File: config.mk
export PLATFORM = sky130hd
export DESIGN_NAME = alu_op_sequencer_flat
export DESIGN_NICKNAME = d
export VERILOG_FILES = /design/src/rtl/alu_op_sequencer_pkg.sv /design/src/rtl/alu_op_sequencer_if.sv /design/src/rtl/alu_op_sequencer_alu.sv /design/src/rtl/alu_op_sequencer.sv /design/src/flat_wrapper.sv
export SDC_FILE = /design/constraint.sdc
export NUM_CORES = 1
export LEC_CHECK = 0
export ABC_AREA = 1
export BUFFER_PORTS_ARGS = -buffer_cell sky130_fd_sc_hd__buf_2
export CELL_PAD_IN_SITES_DETAIL_PLACEMENT = 1
export CELL_PAD_IN_SITES_GLOBAL_PLACEMENT = 1
export CORE_MARGIN = 3
export CORE_UTILIZATION = 43
export CTS_BUF_LIST = sky130_fd_sc_hd__clkbuf_8
export DETAILED_ROUTE_END_ITERATION = 7
export PLACE_DENSITY = 0.92
export SYNTH_ARGS = -nofsm -noshare
export SYNTH_HDL_FRONTEND = slang
export SYNTH_SLANG_ARGS = --single-unit
File: constraint.sdc
create_clock -name clk -period 3.1 [get_ports clk]
set_input_delay 0.465 -clock clk [delete_from_list [all_inputs] [get_ports clk]]
set_output_delay 0.465 -clock clk [all_outputs]
set_load 0.02 [all_outputs]
File: src/rtl/alu_op_sequencer_pkg.sv
// Shared definitions for the ALU op sequencer: widths, opcodes, ALU function codes,
// FSM state encodings and flag bit positions.
package alu_op_sequencer_pkg;

  localparam int unsigned DATA_W = 4;
  localparam int unsigned RES_W  = 8;
  localparam int unsigned FLAG_W = 4;

  localparam logic [3:0] OP_MUL = 4'd8;
  localparam logic [3:0] OP_CMP = 4'd9;

  localparam logic [2:0] FS_ADD  = 3'b000;
  localparam logic [2:0] FS_SUB  = 3'b001;
  localparam logic [2:0] FS_AND  = 3'b010;
  localparam logic [2:0] FS_OR   = 3'b011;
  localparam logic [2:0] FS_XOR  = 3'b100;
  localparam logic [2:0] FS_SHL  = 3'b101;
  localparam logic [2:0] FS_SHR  = 3'b110;
  localparam logic [2:0] FS_PASB = 3'b111;

  localparam logic [1:0] ST_IDLE = 2'd0;
  localparam logic [1:0] ST_EXEC = 2'd1;
  localparam logic [1:0] ST_MUL  = 2'd2;
  localparam logic [1:0] ST_RESP = 2'd3;

  // Flag vector layout is {C,V,N,Z}
  localparam int unsigned FLAG_C = 3;
  localparam int unsigned FLAG_V = 2;
  localparam int unsigned FLAG_N = 1;
  localparam int unsigned FLAG_Z = 0;

endpackage

File: src/rtl/alu_op_sequencer_if.sv
// Command/response channels plus status for the ALU op sequencer.
interface alu_op_sequencer_if;
  import alu_op_sequencer_pkg::*;

  logic                cmd_valid;
  logic                cmd_ready;
  logic [3:0]          cmd_op;
  logic [DATA_W-1:0]   cmd_a;
  logic [DATA_W-1:0]   cmd_b;
  logic                rsp_valid;
  logic                rsp_ready;
  logic [RES_W-1:0]    rsp_y;
  logic [FLAG_W-1:0]   rsp_flags;
  logic                rsp_err;
  logic [FLAG_W-1:0]   flags;
  logic                busy;

  modport master (
    output cmd_valid, cmd_op, cmd_a, cmd_b, rsp_ready,
    input  cmd_ready, rsp_valid, rsp_y, rsp_flags, rsp_err, flags, busy
  );

  modport slave (
    input  cmd_valid, cmd_op, cmd_a, cmd_b, rsp_ready,
    output cmd_ready, rsp_valid, rsp_y, rsp_flags, rsp_err, flags, busy
  );

endinterface

File: src/rtl/alu_op_sequencer_alu.sv
// 4-bit combinational ALU datapath; carry on SUB means "no borrow".
module alu_op_sequencer_alu
  import alu_op_sequencer_pkg::*;
(
  input  logic [2:0]        i_fs,
  input  logic [DATA_W-1:0] i_a,
  input  logic [DATA_W-1:0] i_b,
  output logic [DATA_W-1:0] o_y_c,
  output logic              o_c_c,
  output logic              o_v_c
);

  logic [DATA_W:0] w_sum;

  always_comb begin
    w_sum = '0;
    o_y_c = '0;
    o_c_c = 1'b0;
    o_v_c = 1'b0;
    case (i_fs)
      FS_ADD: begin
        w_sum = {1'b0, i_a} + {1'b0, i_b};
        o_y_c = w_sum[DATA_W-1:0];
        o_c_c = w_sum[DATA_W];
        o_v_c = (i_a[3] == i_b[3]) && (w_sum[3] != i_a[3]);
      end
      FS_SUB: begin
        w_sum = {1'b0, i_a} + {1'b0, ~i_b} + 5'd1;
        o_y_c = w_sum[DATA_W-1:0];
        o_c_c = w_sum[DATA_W];
        o_v_c = (i_a[3] != i_b[3]) && (w_sum[3] != i_a[3]);
      end
      FS_AND:  o_y_c = i_a & i_b;
      FS_OR:   o_y_c = i_a | i_b;
      FS_XOR:  o_y_c = i_a ^ i_b;
      FS_SHL: begin
        o_y_c = {i_a[2:0], 1'b0};
        o_c_c = i_a[3];
      end
      FS_SHR: begin
        o_y_c = {1'b0, i_a[3:1]};
        o_c_c = i_a[0];
      end
      default: o_y_c = i_b;
    endcase
  end

endmodule

File: src/rtl/alu_op_sequencer.sv
// Command-driven controller around the 4-bit ALU: single-cycle ops, CMP, and a
// 4-step shift-add unsigned multiply, with a persistent flag register.
module alu_op_sequencer
  import alu_op_sequencer_pkg::*;
#(
  parameter bit MUL_EN = 1'b1
)(
  input  logic                clk,
  input  logic                rst_n,
  alu_op_sequencer_if.slave   bus
);

  logic [1:0]        r_state, w_next_state;
  logic [3:0]        r_op;
  logic [DATA_W-1:0] r_a, r_b, r_p, r_q;
  logic [1:0]        r_cnt;
  logic              r_rsp_valid, r_rsp_err;
  logic [RES_W-1:0]  r_rsp_y;
  logic [FLAG_W-1:0] r_rsp_flags, r_flags;

  logic [2:0]        w_fs;
  logic [DATA_W-1:0] w_alu_a, w_alu_b, w_alu_y, w_p_nxt, w_q_nxt;
  logic              w_alu_c, w_alu_v, w_is_mul_cmd, w_illegal;
  logic [RES_W-1:0]  w_product;
  logic [FLAG_W-1:0] w_exec_flags, w_mul_flags;

  assign w_is_mul_cmd = MUL_EN && (bus.cmd_op == OP_MUL);
  // In EXEC an opcode of 8 can only mean MUL is disabled
  assign w_illegal    = (r_op > OP_CMP) || (r_op == OP_MUL);

  // ALU operand steering: always from internal registers
  always_comb begin
    w_fs    = r_op[2:0];
    w_alu_a = r_a;
    w_alu_b = r_b;
    if (r_state == ST_MUL) begin
      w_fs    = FS_ADD;
      w_alu_a = r_p;
      w_alu_b = r_q[0] ? r_a : '0;
    end else if (r_op == OP_CMP) begin
      w_fs    = FS_SUB;
    end
  end

  alu_op_sequencer_alu u_alu (
    .i_fs  (w_fs),
    .i_a   (w_alu_a),
    .i_b   (w_alu_b),
    .o_y_c (w_alu_y),
    .o_c_c (w_alu_c),
    .o_v_c (w_alu_v)
  );

  // One multiply step: right shift of {C,P,Q} with the adder carry entering the MSB
  assign w_p_nxt   = {w_alu_c, w_alu_y[3:1]};
  assign w_q_nxt   = {w_alu_y[0], r_q[3:1]};
  assign w_product = {w_p_nxt, w_q_nxt};

  always_comb begin
    w_exec_flags         = '0;
    w_exec_flags[FLAG_C] = w_alu_c;
    w_exec_flags[FLAG_V] = w_alu_v;
    w_exec_flags[FLAG_N] = w_alu_y[3];
    w_exec_flags[FLAG_Z] = (w_alu_y == '0);
    w_mul_flags          = '0;
    w_mul_flags[FLAG_N]  = w_product[7];
    w_mul_flags[FLAG_Z]  = (w_product == '0);
  end

  always_ff @(posedge clk or negedge rst_n) begin
    if (!rst_n) r_state <= ST_IDLE;
    else        r_state <= w_next_state;
  end

  always_comb begin
    w_next_state = r_state;
    case (r_state)
      ST_IDLE: if (bus.cmd_valid) w_next_state = w_is_mul_cmd ? ST_MUL : ST_EXEC;
      ST_EXEC: w_next_state = ST_RESP;
      ST_MUL:  if (r_cnt == 2'd3) w_next_state = ST_RESP;
      ST_RESP: if (bus.rsp_ready) w_next_state = ST_IDLE;
      default: w_next_state = ST_IDLE;
    endcase
  end

  always_ff @(posedge clk or negedge rst_n) begin
    if (!rst_n) begin
      r_op        <= '0;
      r_a         <= '0;
      r_b         <= '0;
      r_p         <= '0;
      r_q         <= '0;
      r_cnt       <= '0;
      r_rsp_valid <= 1'b0;
      r_rsp_y     <= '0;
      r_rsp_flags <= '0;
      r_rsp_err   <= 1'b0;
      r_flags     <= '0;
    end else begin
      case (r_state)
        ST_IDLE: if (bus.cmd_valid) begin
          r_op  <= bus.cmd_op;
          r_a   <= bus.cmd_a;
          r_b   <= bus.cmd_b;
          r_p   <= '0;
          r_q   <= bus.cmd_b;
          r_cnt <= '0;
        end
        ST_EXEC: begin
          r_rsp_valid <= 1'b1;
          r_rsp_err   <= w_illegal;
          if (w_illegal) begin
            r_rsp_y     <= '0;
            r_rsp_flags <= '0;
          end else begin
            r_rsp_y     <= (r_op == OP_CMP) ? '0 : {4'h0, w_alu_y};
            r_rsp_flags <= w_exec_flags;
            r_flags     <= w_exec_flags;
          end
        end
        ST_MUL: begin
          r_p   <= w_p_nxt;
          r_q   <= w_q_nxt;
          r_cnt <= r_cnt + 2'd1;
          if (r_cnt == 2'd3) begin
            r_rsp_valid <= 1'b1;
            r_rsp_err   <= 1'b0;
            r_rsp_y     <= w_product;
            r_rsp_flags <= w_mul_flags;
            r_flags     <= w_mul_flags;
          end
        end
        default: if (bus.rsp_ready) r_rsp_valid <= 1'b0;
      endcase
    end
  end

  assign bus.cmd_ready = (r_state == ST_IDLE);
  assign bus.busy      = (r_state != ST_IDLE);
  assign bus.rsp_valid = r_rsp_valid;
  assign bus.rsp_y     = r_rsp_y;
  assign bus.rsp_flags = r_rsp_flags;
  assign bus.rsp_err   = r_rsp_err;
  assign bus.flags     = r_flags;

endmodule

File: src/flat_wrapper.sv
// flat-port wrapper written by rule: the top's interface ports become plain ports
module alu_op_sequencer_flat import alu_op_sequencer_pkg::*;
#(
  parameter bit MUL_EN = 1'b1
)
  (clk, rst_n, bus_cmd_valid, bus_cmd_op, bus_cmd_a, bus_cmd_b, bus_rsp_ready, bus_cmd_ready, bus_rsp_valid, bus_rsp_y, bus_rsp_flags, bus_rsp_err, bus_flags, bus_busy);
  alu_op_sequencer_if bus_i ();
  input  logic clk;
  input  logic rst_n;
  input wire logic [$bits(bus_i.cmd_valid)-1:0] bus_cmd_valid;
  input wire logic [$bits(bus_i.cmd_op)-1:0] bus_cmd_op;
  input wire logic [$bits(bus_i.cmd_a)-1:0] bus_cmd_a;
  input wire logic [$bits(bus_i.cmd_b)-1:0] bus_cmd_b;
  input wire logic [$bits(bus_i.rsp_ready)-1:0] bus_rsp_ready;
  output wire logic [$bits(bus_i.cmd_ready)-1:0] bus_cmd_ready;
  output wire logic [$bits(bus_i.rsp_valid)-1:0] bus_rsp_valid;
  output wire logic [$bits(bus_i.rsp_y)-1:0] bus_rsp_y;
  output wire logic [$bits(bus_i.rsp_flags)-1:0] bus_rsp_flags;
  output wire logic [$bits(bus_i.rsp_err)-1:0] bus_rsp_err;
  output wire logic [$bits(bus_i.flags)-1:0] bus_flags;
  output wire logic [$bits(bus_i.busy)-1:0] bus_busy;
  assign bus_i.cmd_valid = bus_cmd_valid;
  assign bus_i.cmd_op = bus_cmd_op;
  assign bus_i.cmd_a = bus_cmd_a;
  assign bus_i.cmd_b = bus_cmd_b;
  assign bus_i.rsp_ready = bus_rsp_ready;
  assign bus_cmd_ready = bus_i.cmd_ready;
  assign bus_rsp_valid = bus_i.rsp_valid;
  assign bus_rsp_y = bus_i.rsp_y;
  assign bus_rsp_flags = bus_i.rsp_flags;
  assign bus_rsp_err = bus_i.rsp_err;
  assign bus_flags = bus_i.flags;
  assign bus_busy = bus_i.busy;
  alu_op_sequencer #(.MUL_EN(MUL_EN)) u_core (.clk(clk), .rst_n(rst_n), .bus(bus_i));
endmodule
-- After elaboration in Yosys (flattened, before gate mapping)
Cells that the tools add are included.
- output and inout port bits: 20
- input bits: 16
- logic and storage cells: 93
- flip-flop bits (word level): 42
- muxes and demuxes: 33
- reductions and logical operators: 17
- equal/unequal tests: 21
- magnitude comparators: 1
- bitwise operators: 5
- add/subtract/negate cells: 4
- operator list (operator ; count):
    $mux W4 ; 9
    $pmux W4 S2 ; 4
    $pmux W4 S7 ; 1
    $mux W8 ; 2
    $pmux W8 S2 ; 1
    $eq A4 B4 Y1 const B ; 3
    $add A4 B4 Y5 ; 2
    $mux W2 ; 5
    $eq A3 B3 Y1 const B ; 3
    $reduce_and A3 Y1 ; 3
    $logic_not A8 Y1 ; 1
    $ne A2 B2 Y1 const B ; 4
    $pmux W2 S4 ; 1
    $eq A2 B2 Y1 const B ; 3
    $eq A3 B2 Y1 const B ; 2
    $mux W3 ; 2
    $reduce_and A2 Y1 ; 3
    $reduce_bool A2 Y1 ; 3
    $add A5 B1 Y5 const B ; 1
    $and A4 B4 Y4 ; 1
    $gt A4 B4 Y1 const B ; 1
    $logic_not A4 Y1 ; 1
    $not A4 Y4 ; 1
    $or A4 B4 Y4 ; 1
    other kinds (17) ; 23

-- Logic depth before layout (Yosys ltp)
Gate-level depths: netlist of the first run.
- word-level depth: 10
- mapped depth: 22
- depth with buffers taken out: 21

-- Cells and area by module
Synthesis of the first run repeated with hierarchy kept, for this count alone.
- cell total of the unflattened synthesis: 364
- area total of the unflattened synthesis: 2671.3 um^2
- by module, submodules not included (module ; cells an instance ; seq. area each (um^2) ; instances ; area an instance (um^2)):
    alu_op_sequencer ; 249 ; 1051.0 ; 1 ; 2030.7
    alu_op_sequencer_alu ; 115 ; 0.0 ; 1 ; 640.6

-- Worst setup path after synthesis of the first run
No wires, ideal clock.
- path kind: register to register
- start: register u_core.r_state[0]
- end: register u_core.r_flags[0], in the netlist u_core.bus.flags[0]
- clock period less this slack: 2.653 ns
- buffers on the path: 1
- setup slack: 0.447 ns
- library setup time: 0.113 ns
- data required time: 2.987 ns
- arrival time: 2.540 ns
- stages on the path, launching flop included: 18
- path through: dfrtp_1 -> inv_1 -> ha_1 -> buf_2 -> nand2_1 -> o22ai_1 -> inv_1 -> fa_1 -> xnor2_1 -> nand3_1 -> nand2_1 -> nor2_1 -> a21oi_2 -> nor2_4 -> nand3_1 -> nand3_1 -> nand2_1 -> inv_1
- word-level cells in the longest chain between the ends: 9
- elaborated cells on any way between the ends: 30
- those cells by class: add/sub (3); eq/ne (10); mux (8); bitwise (4); reduce/logical (5)
- ends and longest elaborated chain (what ; line ; RTL):
    from (decl) ; alu_op_sequencer.sv:13 ; logic [1:0] r_state, w_next_state;
    from (signal assigned) ; alu_op_sequencer.sv:72 ; else r_state <= w_next_state;
    $eq A2 B2 Y1 ; alu_op_sequencer.sv:36, alu_op_sequencer.sv:100 ;
    $mux W4 ; alu_op_sequencer.sv:36 ; if (r_state == ST_MUL) begin
    $not A4 Y4 ; alu_op_sequencer_alu.sv:28 ; w_sum = {1'b0, i_a} + {1'b0, ~i_b} + 5'd1;
    $add A4 B4 Y5 ; alu_op_sequencer_alu.sv:28 ;
    $add A5 B1 Y5 ; alu_op_sequencer_alu.sv:28 ;
    $pmux W4 S7 or $pmux W1 S4 (tied branches) ; alu_op_sequencer_alu.sv:20 ; case (i_fs)
    $logic_not A8 Y1 or $logic_not A4 Y1 (tied branches) ; alu_op_sequencer.sv:67, alu_op_sequencer.sv:64 ;
    $mux W4, on equally long branches ; alu_op_sequencer.sv:125, alu_op_sequencer.sv:112 ;
    $pmux W4 S2 ; alu_op_sequencer.sv:100 ; case (r_state)
    to (signal assigned) ; alu_op_sequencer.sv:118 ; r_flags <= w_exec_flags;
    to (signal assigned) ; alu_op_sequencer.sv:130 ; r_flags <= w_mul_flags;
    to (decl) ; alu_op_sequencer.sv:19 ; logic [FLAG_W-1:0] r_rsp_flags, r_flags;
Parallel ways exist; a longest one is shown, timed or not. The select of a mux whose other input is x is not followed.
A chain may end at the register's enable or synchronous reset.

-- Worst setup path in the final report of the first run
- start: register u_core.r_state[0]
- end: register u_core.r_rsp_flags[1], in the netlist u_core.bus.rsp_flags[1]
- word-level cells in the longest chain between the ends: 8
- elaborated cells on any way between the ends: 27
- those cells by class: add/sub (3); eq/ne (9); mux (8); bitwise (4); reduce/logical (3)
- ends and longest elaborated chain (what ; line ; RTL):
    $eq A2 B2 Y1 ; alu_op_sequencer.sv:36, alu_op_sequencer.sv:100 ;
    $mux W4 ; alu_op_sequencer.sv:36 ;
    $not A4 Y4 ; alu_op_sequencer_alu.sv:28 ;
    $add A4 B4 Y5 ; alu_op_sequencer_alu.sv:28 ;
    $add A5 B1 Y5 ; alu_op_sequencer_alu.sv:28 ;
    $pmux W4 S7 or $pmux W1 S4 (tied branches) ; alu_op_sequencer_alu.sv:20 ;
    $mux W4, on equally long branches ; alu_op_sequencer.sv:112, alu_op_sequencer.sv:125 ;
    $pmux W4 S2 ; alu_op_sequencer.sv:100 ;
    to (signal assigned) ; alu_op_sequencer.sv:117 ; r_rsp_flags <= w_exec_flags;
    to (signal assigned) ; alu_op_sequencer.sv:129 ; r_rsp_flags <= w_mul_flags;
    to (decl) ; alu_op_sequencer.sv:19 ;
Parallel ways exist; a longest one is shown, timed or not. The select of a mux whose other input is x is not followed.

==> results of run 1 <==
==> cells by family (layout without fill, tap and decap cells) <==
kind of cell    Yosys count  in the layout  synth area share, %
simple gates            208            208                31.92
buf+inv                  64            106                9.488
compound gates           51             51                9.892
flops                    42             42                37.77
fa+ha+maj                19             19                9.083
mux                       3              3                1.214
xor+xnor                  2              2               0.6296
==> per-stage QoR <==
stage               utilization [%]  instances  TNS [ps]  cell area (um2)  hold WS, ps
floorplan                         -        389         0             2783        169.4
global placement              50.08        496         0             3053        460.7
detailed placement            50.08        496    -349.3             3053        462.2
CTS                           51.95        504         0             3167        323.6
global route                  52.75        506    -87.06             3216        363.4
finish                        52.75        506         0             3216        291.4
==> layout make-up <==
cell class	instances	area, um2	area share, %
Sequential cell	42	1052	32.72
Tap cell	75	93.84	2.918
Inverter	52	197.7	6.148
Clock inverter	3	40.04	1.245
Multi-Input combinational cell	283	1505	46.81
Clock buffer	5	68.82	2.140
Timing Repair Buffer	46	257.7	8.016
==> path summary, 6_finish.rpt <==
check,to,cells after the start
setup / recovery,u_core.bus.rsp_flags[1],17
hold / removal,u_core.bus.rsp_flags[1],1
setup reg to reg,u_core.bus.rsp_flags[1],17
hold reg to reg,u_core.bus.flags[1],2
max in group asynchronous,u_core.r_state[0],1
min in group clk,u_core.r_a[3],2
==> cell usage in the layout, fill, tap and decap left out, types with 2 or more instances in the layout <==
master / n
nand2_1: 113
inv_1: 44
dfrtp_1: 41
nor2_1: 40
buf_2: 35
nand3_1: 31
a21oi_1: 18
o21ai_0: 15
ha_1: 14
buf_4: 11
nand4_1: 9
inv_2: 7
o21ai_1: 6
a31oi_1: 5
clkbuf_8: 5
nand2_2: 4
nor2_2: 4
mux2_2: 3
nor3_1: 2
a21oi_2: 2
fa_1: 2
ha_4: 2
clkinv_2: 2
==> repair_timing <==
action	4_1_cts	5_1_grt
gates resized for setup	2	7
endpoints found under the setup margin	6	16
setup buffers	0	2
pin swaps	0	0
==> sequential cells by signal, indices dropped and copies added (netlist names), 2 cells and up <==
register and flops:
u_core.r_b 4, u_core.r_p 4, u_core.r_cnt 2, u_core.r_a 4, u_core.r_q 4, u_core.bus.flags 4
u_core.bus.rsp_y 8, u_core.bus.rsp_flags 4, u_core.r_op 4, u_core.r_state 2
==> metal layers <==
layer	routed length, um	global-route usage [%]
met5	0	0
met4	129	6.374
met3	440	4.087
met2	4509	41.38
met1	3850	31.19
==> results.yml, run 1 <==
status:
  outcome: "complete, no violations"
synth:
  synth_common_cells: "nand2_1 (113), inv_1 (45), dfrtp_1 (42)"
  synth_edf_count: 0
  yosys_most_used_dff: "dfrtp_1"
  yosysSeqAreaShare_pct: 37.77
  synthDistinctLibCells: 34
  async_reset_ff_share_pct: 100.0
  netlist.area_leader.share_pct: 37.77
  yosys.area.top_type: "dfrtp_1"
  avgSynthCellArea_um2: 7.153
  ys.warnings.count: 0
  synth-seq-cells: 42
  syn-instance-count: 389
  ys_top_cells_by_area: "dfrtp_1 (38%), nand2_1 (15%), ha_1 (7.6%), inv_1 (6.1%), nand3_1 (5.6%)"
  syn_area_um2: 2783
  syn_nets: 424
  yosysMostFrequentCell: "nand2_1"
global_routing:
  track_usage_pct: 24.02
  antenna_found_initial: 0
  grt_start_max_net_pins: 43
  grt_pass1_wl_mm: 14.18
  grt_pass1_vias: 2934
  gr-total-overflow: 0
sta:
  tightest_slew_ps: 926.0
  clock_skew_ps: 7.986
  timing.fmax_mhz: 347.4
  setup_viol: 0
  drv_slew: 0
  slew_headroom_pct: 38.27
  finalWorstSetupSlack_ps: 221.4
  min_period_over_period_pct: 92.86
  finalHoldViolCount: 0
  finalCriticalPeriod_ps: 2879
clocking:
  cts.sink_count: 42
  cts_tree: "yes"
  root_buffer: "clkbuf_8"
  cts.reportedPaths.clkPinSlew_ps: 90
  cts_hold_buf: 0
  cts_buffer_depth: 2
  cts_made_buffers: 5
  h-tree-depth: 2
  clock_latency_ps: 300
routing:
  antenna_left: 0
  detail_route.vias_per_cell: 5.474
  drt-total-wl_mm: 8.929
  routedWlPerCell_um: 17.65
  num_vias: 2770
  remaining_drc_errors: 0
  drt_iter0_drc: 149
  first_pass_iters: 4
layout:
  drive_above_1_share_pct: 19.26
  diodes: 0
  area_delta_synth_final_pct: 15.56
  fillCellCount: 812
  fin_nets: 465
setup_path:
  required_ps: 3330
  arrival_ps: 3110
  critPathTopFamily: "simple AND/OR/NAND/NOR gates"
  max_stage_delay_ps: 460
  rrSetupSlack_ps: 220
  cp_slowest_cell: "dfrtp_2"
  worstPathMaxFanout: 8
  crit_top_cell: "nand2_1"
  critPathBufInv: 4
  critPathLaunchType: "flop"
  end_kind: "flop"
  crit_type: "reg2reg"
  r2r_start: "u_core.r_state[0]"
  critPathLaunch: "u_core.r_state[0]"
  path_cells: "inv_2, ha_4, nand2_1, inv_1, a22oi_1, buf_4, ha_1, inv_1, nor3_1, nor2_1, nand2_1, nor2_1, nand2_1, nand2_2, nor2_2, nand2_1, a21oi_1"
placement:
  port_buffers: 35
  dp_hpwl_mm: 6.664
  gp_congestion: 0.9928
  dp_slack_ps: -112.7
die:
  dieArea_um2: 7473
  io_pins: 36
  die-width_um: 86.45
  die_y_um: 86.45
  start_util_pct: 45.65
  core_area_um2: 6096
  row_count: 28
min_path:
  hold_class: "in2async"
run:
  max_cap_viol_count: 0
Power of run 1 is left out: the tool's default activity adds up to more than one toggle a clock period on the data nets, which glitch-free logic cannot reach.
==> inputs of run 2 (changes only) <==
RECOVER_POWER = 100   (was default)
==> run 2 against run 1 <==
Net effect:
- the run now ends with capacitance limit, slew limit left
- wire length increased by 0.39%
- critical path depth stayed put
- design area is 0.74% lower
- hold slack gained 110 ps
- via count rose by 0.22%
- final cell count unchanged
- worst setup slack lost 7.5 ps
- die area unchanged
- sequential share of layout area grew 0.24 points
- maximum frequency shrank 0.26%
- clock-buffer cell count unchanged
- global-route usage is the same
- critical endpoint unchanged
==> results.yml, run 2 (synthesis gave the netlist of run 1 again) <==
status:
  outcome: "finished with violations"
  violations: "capacitance limit, slew limit"
setup_path:
  critPathLaunchType: "flop"
  worstPathMaxFanout: 8
  arrival_ps: 3120
  crit_type: "reg2reg"
  end_kind: "flop"
  required_ps: 3330
layout:
  fillCellCount: 816
  multiInputGateArea_um2: 1505
  seq_area_um2: 1052
  diodes: 0
  final_cell_area_um2: 3192
  drive_above_1_share_pct: 14.85
  area_delta_synth_final_pct: 14.70
  fin_nets: 465
  largest_reg_flops: 8
  final_common_cell: "nand2_1"
  final_cell_mix: "nand2_1 (113), inv_1 (44), dfrtp_1 (41)"
  fin_cells: 506
sta:
  min_period_over_period_pct: 93.10
  tightest_slew_ps: 2216
  clock_skew_ps: 8.059
  fin_hold_ws_ps: 404.1
  finalHoldViolCount: 0
  slew_headroom_pct: -47.71
  timing.fmax_mhz: 346.5
  drv_slew: 43
  finalCriticalPeriod_ps: 2886
  setup_viol: 0
global_routing:
  gr-total-overflow: 0
  grt_pass1_wl_mm: 14.18
  track_usage_pct: 24.02
  antenna_found_initial: 0
  grt_pass1_vias: 2934
  grt_start_max_net_pins: 43
routing:
  detail_route.vias_per_cell: 5.486
  num_vias: 2776
  first_pass_iters: 4
  drt_iter0_drc: 153
  remaining_drc_errors: 0
  antenna_left: 0
  drt-total-wl_mm: 8.964
  routedWlPerCell_um: 17.72
clocking:
  cts.reportedPaths.clkPinSlew_ps: 90
  cts_buffer_depth: 2
  clock_latency_ps: 300
  cts_made_buffers: 5
  cts_hold_buf: 0
  cts.sink_count: 42
  h-tree-depth: 2
  cts_tree: "yes"
  root_buffer: "clkbuf_8"
placement:
  port_buffers: 35
  place_inst: 496
  dp_hpwl_mm: 6.664
  gp_congestion: 0.9928
  post_dp_cell_area_um2: 3053
die:
  dieArea_um2: 7473
  core_area_um2: 6096
  io_pins: 36
  start_util_pct: 45.65
  die-width_um: 86.45
  row_count: 28
  die_y_um: 86.45
min_path:
  hold_class: "in2reg"
run:
  max_cap_viol_count: 1
==> run 2: what timing repair did <==
action,CTS,global route
gates resized for setup,2,7
gates cloned,0,0
buffers inserted,0,2
endpoints found under the setup margin,6,16
==> run 2: path summary, 6_finish.rpt <==
| path | from | to | slack [ps] | depth (start not counted) |
|---|---|---|---|---|
| max | u_core.r_state[0] | u_core.bus.rsp_flags[1] | 210 | 17 |
| max in group asynchronous | rst_n | u_core.r_state[0] | 860 | 1 |
| min in group asynchronous | rst_n | u_core.bus.rsp_flags[1] | 800 | 1 |
| min | bus_cmd_a[3] | u_core.r_a[3] | 400 | 2 |
| max reg2reg | u_core.r_state[0] | u_core.bus.rsp_flags[1] | 210 | 17 |
| min reg2reg | u_core.bus.flags[1] | u_core.bus.flags[1] | 480 | 2 |
==> run 2: layer usage <==
| layer | share of wire (%) | track usage (%) | vias to the layer above |
|---|---|---|---|
| met2 | 50 | 41.38 | 70 |
| met4 | 1.8 | 6.374 | 0 |
| met5 | 0 | 0 | - |
| met3 | 3.9 | 4.087 | 15 |
| met1 | 44 | 31.19 | 1372 |
| li1 | - | - | 1319 |
==> run 2: stage by stage <==
step           setup WS (ps)  utilization [%]  setup TNS (ps)
2_1_floorplan          447.1                -               0
6_report               213.9            52.36               0
3_3_place_gp           89.01            50.08               0
5_1_grt               -62.44            52.36          -87.06
3_5_place_dp          -112.7            50.08          -349.3
4_1_cts                4.292            51.95               0
==> run 2: critical path: stages (launching register included) <==
cell and delay [ps]:
dfrtp_2 460, inv_2 150, ha_4 220, nand2_1 120
inv_1 80, a22oi_1 80, buf_4 170, ha_1 380
inv_1 140, nor3_1 250, nor2_1 100, nand2_1 80
nor2_1 40, nand2_1 90, nand2_2 110, nor2_2 130
nand2_1 80, a21oi_1 140
==> run 2: final cells by class <==
type                    count  area share (%)
clock buffers               5           2.156
clock inverters             3           1.254
inverters                  52           6.194
multi-input cells         283           47.16
flip-flops and latches     42           32.97
well taps                  75           2.940
repair buffers             46           7.330
Power of run 2 is left out for the same reason.
